<file path="src/rtl/bcd_to_bin.sv">
// Sequential packed-BCD to binary converter, one digit per clock, MSD first, start/busy/done handshake.
// Optional invalid-digit detection (err flag, result forced to 0) enabled by defining BCD_ERR_CHECK_EN.
module bcd_to_bin #(
  parameter int unsigned DIGITS = 4,
  parameter int unsigned BIN_W  = 14
) (
  input  logic                  clk,
  input  logic                  reset,
  input  logic                  start,
  input  logic [4*DIGITS-1:0]   bcd_in,
  output logic [BIN_W-1:0]      bin_out,
  output logic                  busy,
  output logic                  done,
  output logic                  err
);

  localparam int unsigned IN_W  = 4 * DIGITS;
  localparam int unsigned CNT_W = (DIGITS > 1) ? $clog2(DIGITS) : 1;
  localparam int unsigned MUL_W = BIN_W + 4;

  typedef enum logic {IDLE, CONV} state_t;

  state_t             state_q, state_d;
  logic [IN_W-1:0]    sreg_q, sreg_d;
  logic [BIN_W-1:0]   acc_q, acc_d;
  logic [CNT_W-1:0]   cnt_q, cnt_d;
  logic [BIN_W-1:0]   bin_q, bin_d;
  logic               busy_q, busy_d;
  logic               done_q, done_d;
  logic               err_q, err_d;

  logic [3:0]         digit_c;
  logic [MUL_W-1:0]   acc_x10_c;
  logic [BIN_W-1:0]   acc_step_c;
  logic               bad_c;

  // Next-state and datapath: acc*10 built from two shifts, widened then truncated.
  always_comb begin
    state_d    = state_q;
    sreg_d     = sreg_q;
    acc_d      = acc_q;
    cnt_d      = cnt_q;
    bin_d      = bin_q;
    busy_d     = busy_q;
    done_d     = 1'b0;
    err_d      = err_q;
    digit_c    = sreg_q[IN_W-1 -: 4];
    acc_x10_c  = (MUL_W'(acc_q) << 3) + (MUL_W'(acc_q) << 1);
    acc_step_c = BIN_W'(acc_x10_c + MUL_W'(digit_c));
    bad_c      = 1'b0;
`ifdef BCD_ERR_CHECK_EN
    for (int unsigned i = 0; i < DIGITS; i++) begin
      if (bcd_in[4*i +: 4] > 4'd9) bad_c = 1'b1;
    end
`endif

    case (state_q)
      IDLE: begin
        if (start) begin
          sreg_d  = bcd_in;
          acc_d   = '0;
          cnt_d   = '0;
          busy_d  = 1'b1;
          err_d   = bad_c;
          state_d = CONV;
        end
      end
      CONV: begin
        acc_d  = acc_step_c;
        sreg_d = sreg_q << 4;
        cnt_d  = cnt_q + CNT_W'(1);
        if (cnt_q == CNT_W'(DIGITS - 1)) begin
          bin_d   = err_q ? '0 : acc_step_c;
          done_d  = 1'b1;
          busy_d  = 1'b0;
          state_d = IDLE;
        end
      end
      default: state_d = IDLE;
    endcase
  end

  always_ff @(posedge clk or negedge reset) begin
    if (!reset) begin
      state_q <= IDLE;
      sreg_q  <= '0;
      acc_q   <= '0;
      cnt_q   <= '0;
      bin_q   <= '0;
      busy_q  <= 1'b0;
      done_q  <= 1'b0;
      err_q   <= 1'b0;
    end else begin
      state_q <= state_d;
      sreg_q  <= sreg_d;
      acc_q   <= acc_d;
      cnt_q   <= cnt_d;
      bin_q   <= bin_d;
      busy_q  <= busy_d;
      done_q  <= done_d;
      err_q   <= err_d;
    end
  end

  assign bin_out = bin_q;
  assign busy    = busy_q;
  assign done    = done_q;
`ifdef BCD_ERR_CHECK_EN
  assign err     = err_q;
`else
  assign err     = 1'b0;
`endif

endmodule
</file>
<file path="config.mk">
export PLATFORM = sky130hd
export DESIGN_NAME = bcd_to_bin
export DESIGN_NICKNAME = d
export VERILOG_FILES = /design/src/rtl/bcd_to_bin.sv
export SDC_FILE = /design/constraint.sdc
export NUM_CORES = 1
export LEC_CHECK = 0
export ABC_AREA = 1
export CORE_MARGIN = 2
export CORE_UTILIZATION = 44
export CTS_BUF_LIST = sky130_fd_sc_hd__clkbuf_8
export DETAILED_ROUTE_END_ITERATION = 6
export DONT_BUFFER_PORTS = 1
export GPL_TIMING_DRIVEN = 0
export PLACE_DENSITY_LB_ADDON = 0.25
export RECOVER_POWER = 50
export SLEW_MARGIN = 20
export SYNTH_ARGS = -nofsm -noshare
export SYNTH_HDL_FRONTEND = slang
export SYNTH_SLANG_ARGS = --single-unit
export TNS_END_PERCENT = 100
</file>
<file path="constraint.sdc">
create_clock -name clk -period 5.6 [get_ports clk]
set_input_delay 0.56 -clock clk [delete_from_list [all_inputs] [get_ports clk]]
set_output_delay 0.56 -clock clk [all_outputs]
set_load 0.02 [all_outputs]
</file>
==> flow_summary.yaml, run 1 <==
sta:
  finalHoldViolations: 0
  layout_min_cycle_time_ps: 2436
  timing.hold.ws_ps: 368.0
  fin_ws_ps: 3164
  slew_viol_final: 49
  worst_pin_slew_ps: 2500
  rsz0062_at_grt: "false"
  totalNegativeSetupSlack_ps: 0
  max_slew_margin: -0.6668
  max_freq_mhz: 410.5
  timing.final.crit_share: 0.4350
  setup_viol: 0
  fin_worst_skew_ps: 5.758
pwr:
  powerDensity_nw_per_um2: 681.5
  p_leak_nw: 1.511
  ir_drop_mv: 0.2281
yosys:
  synth_seq_cells: 48
  ys_seq_area_frac: 0.4509
  synth_warnings: 0
  netlist_area_sq_um: 2664
  syn_nets: 373
  synthDistinctLibCells: 28
  synth_cells: 329
  syn_area_per_cell_sq_um: 8.097
route:
  drc: 0
  vias: 2095
  vias_per_cell: 5.073
  routed_wl_mm: 5.626
  routedWlPerCell_um: 13.62
  drt_iter0_drc: 112
  ant_nets: 0
  dr.pass1.iters: 4
worst_setup_path:
  critical_path.cell_chain: "clkbuf_1"
  critPathMaxStageDelay_ps: 1750
  worstPathArrival_ps: 2330
  path_delay_family: "buffers and inverters"
  crit_fanout: 48
  path_class: "in -> async"
  cp_num_buf_inv: 1
  cp-start-kind: "primary input"
  r2r_slack_ps: 3380
  cp-end-kind: "asynchronous set/reset pin"
  slowest_stage: "clkbuf_1"
  critPathRequiredTime_ps: 5490
finish:
  area_growth_pct: 7.093
  drive_gt1_frac: 0.04734
  fill_cells: 602
  fin_nets: 381
  num_antenna_cells: 0
die:
  initial_core_util: 0.4526
  placementRows: 28
  core-area_sq_um: 5886
  ios: 36
  design.die.area_sq_um: 6693
  fp.dieW_um: 81.81
  die_h_um: 81.81
global_route:
  grt_max_degree: 49
  grt.overflow.total: 0
  grt_pass1_wl_mm: 9.570
  grtUsageTotal: 0.1908
  grt_pass1_vias: 2058
  antenna_found_initial: 0
clock_tree:
  cts-root-buf: "clkbuf_8"
  clock_latency_ps: 300
  cts.clk_slew.worst_paths_ps: 80
  cts_resized: 0
  clock_sinks: 48
  cts_made_buffers: 5
  htreeDepth: 2
  tritoncts: "yes"
  cts_setup_buffers: 0
  clock_path_buffers: 2
  ctsHoldBuffers: 1
min_path:
  hold_path_class: "in -> reg"
status:
  status: "finished, violations left"
  violations: "capacitance limit, slew limit"
placement:
  dp_slack_ps: 3395
  gp_congestion: 0.8361
  dp_hpwl_mm: 4.224
  port-buffer-count: 0
run:
  drv_cap: 1
[logic make-up after synthesis]
group,synth area share
AND/OR/NAND/NOR,0.2532
buffers and inverters,0.07797
flip-flops,0.4509
AO/OA/AOI/OAI,0.08032
adder cells (fa/ha/maj),0.1231
XOR/XNOR,0.01315
other,0.001408
[through the flow]
stage	total power (W)	cell area, sq um	utilization	instances
floorplan	0.001483	2664	-	329
global placement	0.001700	2758	0.4685	404
detailed placement	0.001728	2758	0.4685	404
CTS	0.001961	2879	0.4892	413
global route	0.002158	2853	0.4847	413
finish	0.001944	2853	0.4847	413
[placed cells by master (no fill, tap or decap)]
cell        instances
fa_1                2
a22oi_1             1
o21ai_2             1
clkinvlp_4          1
nand3_2             1
nor2_2              3
conb_1              1
xor2_1              3
nand3_1            21
nand4_1             3
nor2_1             12
nand2_1           118
clkbuf_8            6
o221ai_1            5
buf_4               1
o22ai_1             2
xnor2_1             1
nand2_2             1
o211ai_1            3
a21oi_1             4
dfrtp_1            48
clkbuf_1            7
nand3b_1            2
o21ai_0            18
a22o_1              1
inv_1              45
or2_1               2
buf_2               2
ha_1               23
[cell type report]
cell class / instances / area, sq um / area share
clock buffers: 6 / 82.58 / 0.02895
inverters: 44 / 165.2 / 0.05789
multi-input cells: 228 / 1255 / 0.4399
plain buffers: 9 / 40.04 / 0.01404
clock inverters: 2 / 11.26 / 0.003947
flip-flops and latches: 48 / 1201 / 0.4211
repair buffers: 1 / 3.754 / 0.001316
well taps: 75 / 93.84 / 0.03289
[cell usage after synthesis]
| library cell | n | share of area |
|---|---|---|
| inv_2 | 3 | 0.0042 |
| o21ai_2 | 1 | 0.0033 |
| nor2_1 | 12 | 0.017 |
| o22ai_1 | 2 | 0.0047 |
| clkbuf_1 | 4 | 0.0056 |
| nand4_1 | 3 | 0.0070 |
| buf_2 | 4 | 0.0075 |
| ha_1 | 23 | 0.11 |
| or2_1 | 2 | 0.0047 |
| xnor2_1 | 1 | 0.0033 |
| o221ai_1 | 5 | 0.016 |
| fa_1 | 2 | 0.015 |
| inv_1 | 41 | 0.058 |
| o21ai_0 | 18 | 0.034 |
| nand3b_1 | 2 | 0.0056 |
| dfrtp_1 | 48 | 0.45 |
| a22oi_1 | 1 | 0.0028 |
| nand2_1 | 118 | 0.17 |
| conb_1 | 1 | 0.0014 |
| buf_4 | 1 | 0.0028 |
| xor2_1 | 3 | 0.0099 |
| a22o_1 | 1 | 0.0033 |
| o211ai_1 | 3 | 0.0085 |
| a21oi_1 | 4 | 0.0075 |
| nor2_2 | 3 | 0.0070 |
| nand3_2 | 1 | 0.0038 |
| nand2_2 | 1 | 0.0024 |
| nand3_1 | 21 | 0.039 |
[flip-flops by register name (all words and copies together), names as in the netlist]
register,flops
sreg_q,16
bin_out,14
acc_q,13
cnt_q,2
busy,1
done,1
state_q,1
[where the power goes]
group | internal, W | leakage [nW] | switching, W
registers | 0.000504 | 0.611 | 0.000166
logic | 0.000393 | 0.851 | 0.000665
clock network | 0.0000987 | 0.0486 | 0.000117
[routing by layer]
| metal | track usage | up-vias | wire (um) |
|---|---|---|---|
| met5 | 0 | - | 0 |
| met4 | 0.05500 | 0 | 70 |
| met3 | 0.03297 | 7 | 202 |
| met2 | 0.3179 | 35 | 2709 |
| met1 | 0.2555 | 993 | 2644 |
| li1 | - | 1060 | - |
[worst reg2reg max path: stages, from the launching register on]
cell and delay (ps):
dfrtp_1 380, inv_1 70, fa_1 540, inv_1 60, ha_1 300, nand3_1 110, nand3_2 120, nand2_1 90
nand2_1 70, or2_1 220, nand3_1 100, nand2_1 60
[final timing paths]
path	start	endpoint	cells past startpoint
max	reset	sreg_q[6]$_DFFE_PN0P_	1
max in group clk	acc_q[2]$_DFFE_PN0P_	bin_out[7]$_DFFE_PN0P_	11
min reg2reg	sreg_q[2]$_DFFE_PN0P_	sreg_q[2]$_DFFE_PN0P_	2
min	bcd_in[2]	sreg_q[2]$_DFFE_PN0P_	2
max reg2reg	acc_q[2]$_DFFE_PN0P_	bin_out[7]$_DFFE_PN0P_	11
min in group asynchronous	reset	bin_out[0]$_DFFE_PN0P_	1
(Power assumes the default switching activity.)
==> run 2: changes to the inputs <==
==> constraint.sdc (replaced) <==
create_clock -name clk -period 2.5 [get_ports clk]
set_input_delay 0.25 -clock clk [delete_from_list [all_inputs] [get_ports clk]]
set_output_delay 0.25 -clock clk [all_outputs]
set_load 0.02 [all_outputs]
==> flow_summary.yaml, run 2 (synthesis results as in run 1) <==
pwr:
  switching_share: 0.4881
  p_switching_w: 0.002129
  p_int_w: 0.002232
  powerDensity_nw_per_um2: 1522
  p_comb_frac: 0.545
  ir_drop_mv: 0.5122
  p_leak_nw: 1.518
  pwr-share-clk: 0.111
  power_frac_seq: 0.345
finish:
  num_antenna_cells: 0
  final_cell_mix: "nand2_1 (118), dfrtp_1 (48), inv_1 (42)"
  fill_cells: 605
  top_register: "sreg_q"
  area_growth_pct: 7.609
  fin_area_sq_um: 2867
  drive_gt1_frac: 0.06490
  largest_reg_flops: 16
  final_common_cell: "nand2_1"
  fin_nets: 382
run:
  drv_cap: 0
route:
  drt_iter0_drc: 162
  vias: 2101
  vias_per_cell: 5.075
  routed_wl_mm: 5.693
  drc: 0
  ant_nets: 0
  routedWlPerCell_um: 13.75
  dr.pass1.iters: 4
clock_tree:
  clock_sinks: 48
  htreeDepth: 2
  cts.clk_slew.worst_paths_ps: 90
  cts_made_buffers: 5
  clock_path_buffers: 2
  tritoncts: "yes"
  cts-root-buf: "clkbuf_8"
  clock_latency_ps: 300
worst_setup_path:
  cp_num_buf_inv: 2
  cp-end-kind: "flip-flop"
  critical_path.cell_chain: "inv_1, fa_1, inv_1, ha_1, nand3_1, nand3_2, nand2_1, nand2_1, or2_1, nand3_1, nand2_1"
  slowest_stage: "fa_1"
  critPathRequiredTime_ps: 2700
  path_class: "reg -> reg"
  cp_common_cell: "nand2_1"
  crit_fanout: 4
  worstPathArrival_ps: 2420
  path_delay_family: "adder cells"
  cp-start-kind: "flip-flop"
  critPathMaxStageDelay_ps: 540
global_route:
  grt_max_degree: 49
  grtUsageTotal: 0.1908
  antenna_found_initial: 0
  grt.overflow.total: 0
  grt_pass1_wl_mm: 9.570
  grt_pass1_vias: 2069
die:
  fp.dieW_um: 81.81
  design.die.area_sq_um: 6693
  core-area_sq_um: 5886
  placementRows: 28
  initial_core_util: 0.4526
  die_h_um: 81.81
  ios: 36
placement:
  dp_hpwl_mm: 4.224
  port-buffer-count: 0
  dp_slack_ps: 295.0
  place_area_sq_um: 2758
  gp_congestion: 0.8361
sta:
  setup_viol: 0
  totalNegativeSetupSlack_ps: 0
  worst_pin_slew_ps: 1202
  slew_viol_final: 0
  layout_min_cycle_time_ps: 2212
  finalHoldViolations: 0
  max_freq_mhz: 452.0
  max_slew_margin: 0.1987
  fin_worst_skew_ps: 6.274
  fin_ws_ps: 287.8
  timing.final.crit_share: 0.8849
  rsz0062_at_grt: "false"
min_path:
  hold_path_class: "in -> reg"
status:
  status: "complete, no violations"
## run 2: cell types whose count changed in the layout (fill, tap and decap cells not counted)
| cell | delta |
|---|---|
| buf_2 | +2 |
| clkbuf_1 | -3 |
| clkbuf_2 | +1 |
| dlygate4sd3_1 | +1 |
| inv_1 | -3 |
| inv_2 | +3 |
## run 2: cell type report
class / instances / area, sq um / share of cell area
clock inverter: 2 / 11.26 / 0.003928
clock buffer: 6 / 82.58 / 0.02881
tap: 75 / 93.84 / 0.03274
buffer: 9 / 42.54 / 0.01484
multi-input combinational: 228 / 1255 / 0.4378
inverter: 44 / 165.2 / 0.05762
timing repair buffer: 2 / 15.01 / 0.005238
sequential: 48 / 1201 / 0.4190
## run 2: timing repair
action,in CTS,in global routing
hold buffers,2,0
buffers inserted,0,0
endpoints found under the hold margin,48,0
gates resized for setup,0,0
## run 2: worst register-to-register path, delay by kind of cell, from the launching register on
kind                     cells  cell delay [ps]
AND/OR/NAND/NOR              7              760
buffers and inverters        2              140
flip-flops                   1              380
adder cells (fa/ha/maj)      2              840
## run 2: final timing paths
path	from	to	slack, ps	depth (start not counted)
max in group asynchronous	reset	bin_out[9]$_DFFE_PN0P_	1040	2
hold / removal	bcd_in[2]	sreg_q[2]$_DFFE_PN0P_	60	2
min in group asynchronous	reset	sreg_q[0]$_DFFE_PN0P_	740	2
hold reg to reg	cnt_q[0]$_DFFE_PN0P_	cnt_q[0]$_DFFE_PN0P_	490	1
setup reg to reg	acc_q[2]$_DFFE_PN0P_	bin_out[7]$_DFFE_PN0P_	290	11
setup / recovery	acc_q[2]$_DFFE_PN0P_	bin_out[7]$_DFFE_PN0P_	290	11
## run 2: routing by layer
metal	part of all wire	routed length, um	up-vias	GRT usage
li1	-	-	1063	-
met1	0.47	2684	996	0.2541
met2	0.48	2739	35	0.3195
met4	0.012	69	0	0.05500
met5	0	0	-	0
met3	0.035	200	7	0.03297
## run 2: power groups by stage
stage               combinational (W)  sequential, W  clock [W]
floorplan                     0.00188        0.00144          0
global placement              0.00229        0.00151          0
detailed placement            0.00235        0.00152          0
CTS                           0.00239        0.00151   0.000496
global route                  0.00277        0.00154   0.000525
finish                        0.00238        0.00150   0.000482
## run 2: through the flow
stage | hold slack (ps) | total power, W | utilization | std cells
CTS | 54.34 | 0.004396 | 0.4909 | 414
detailed placement | -44.56 | 0.003871 | 0.4685 | 404
finish | 56.61 | 0.004361 | 0.4870 | 414
global route | 53.30 | 0.004841 | 0.4870 | 414
floorplan | -45.59 | 0.003322 | - | 329
global placement | -44.62 | 0.003808 | 0.4685 | 404
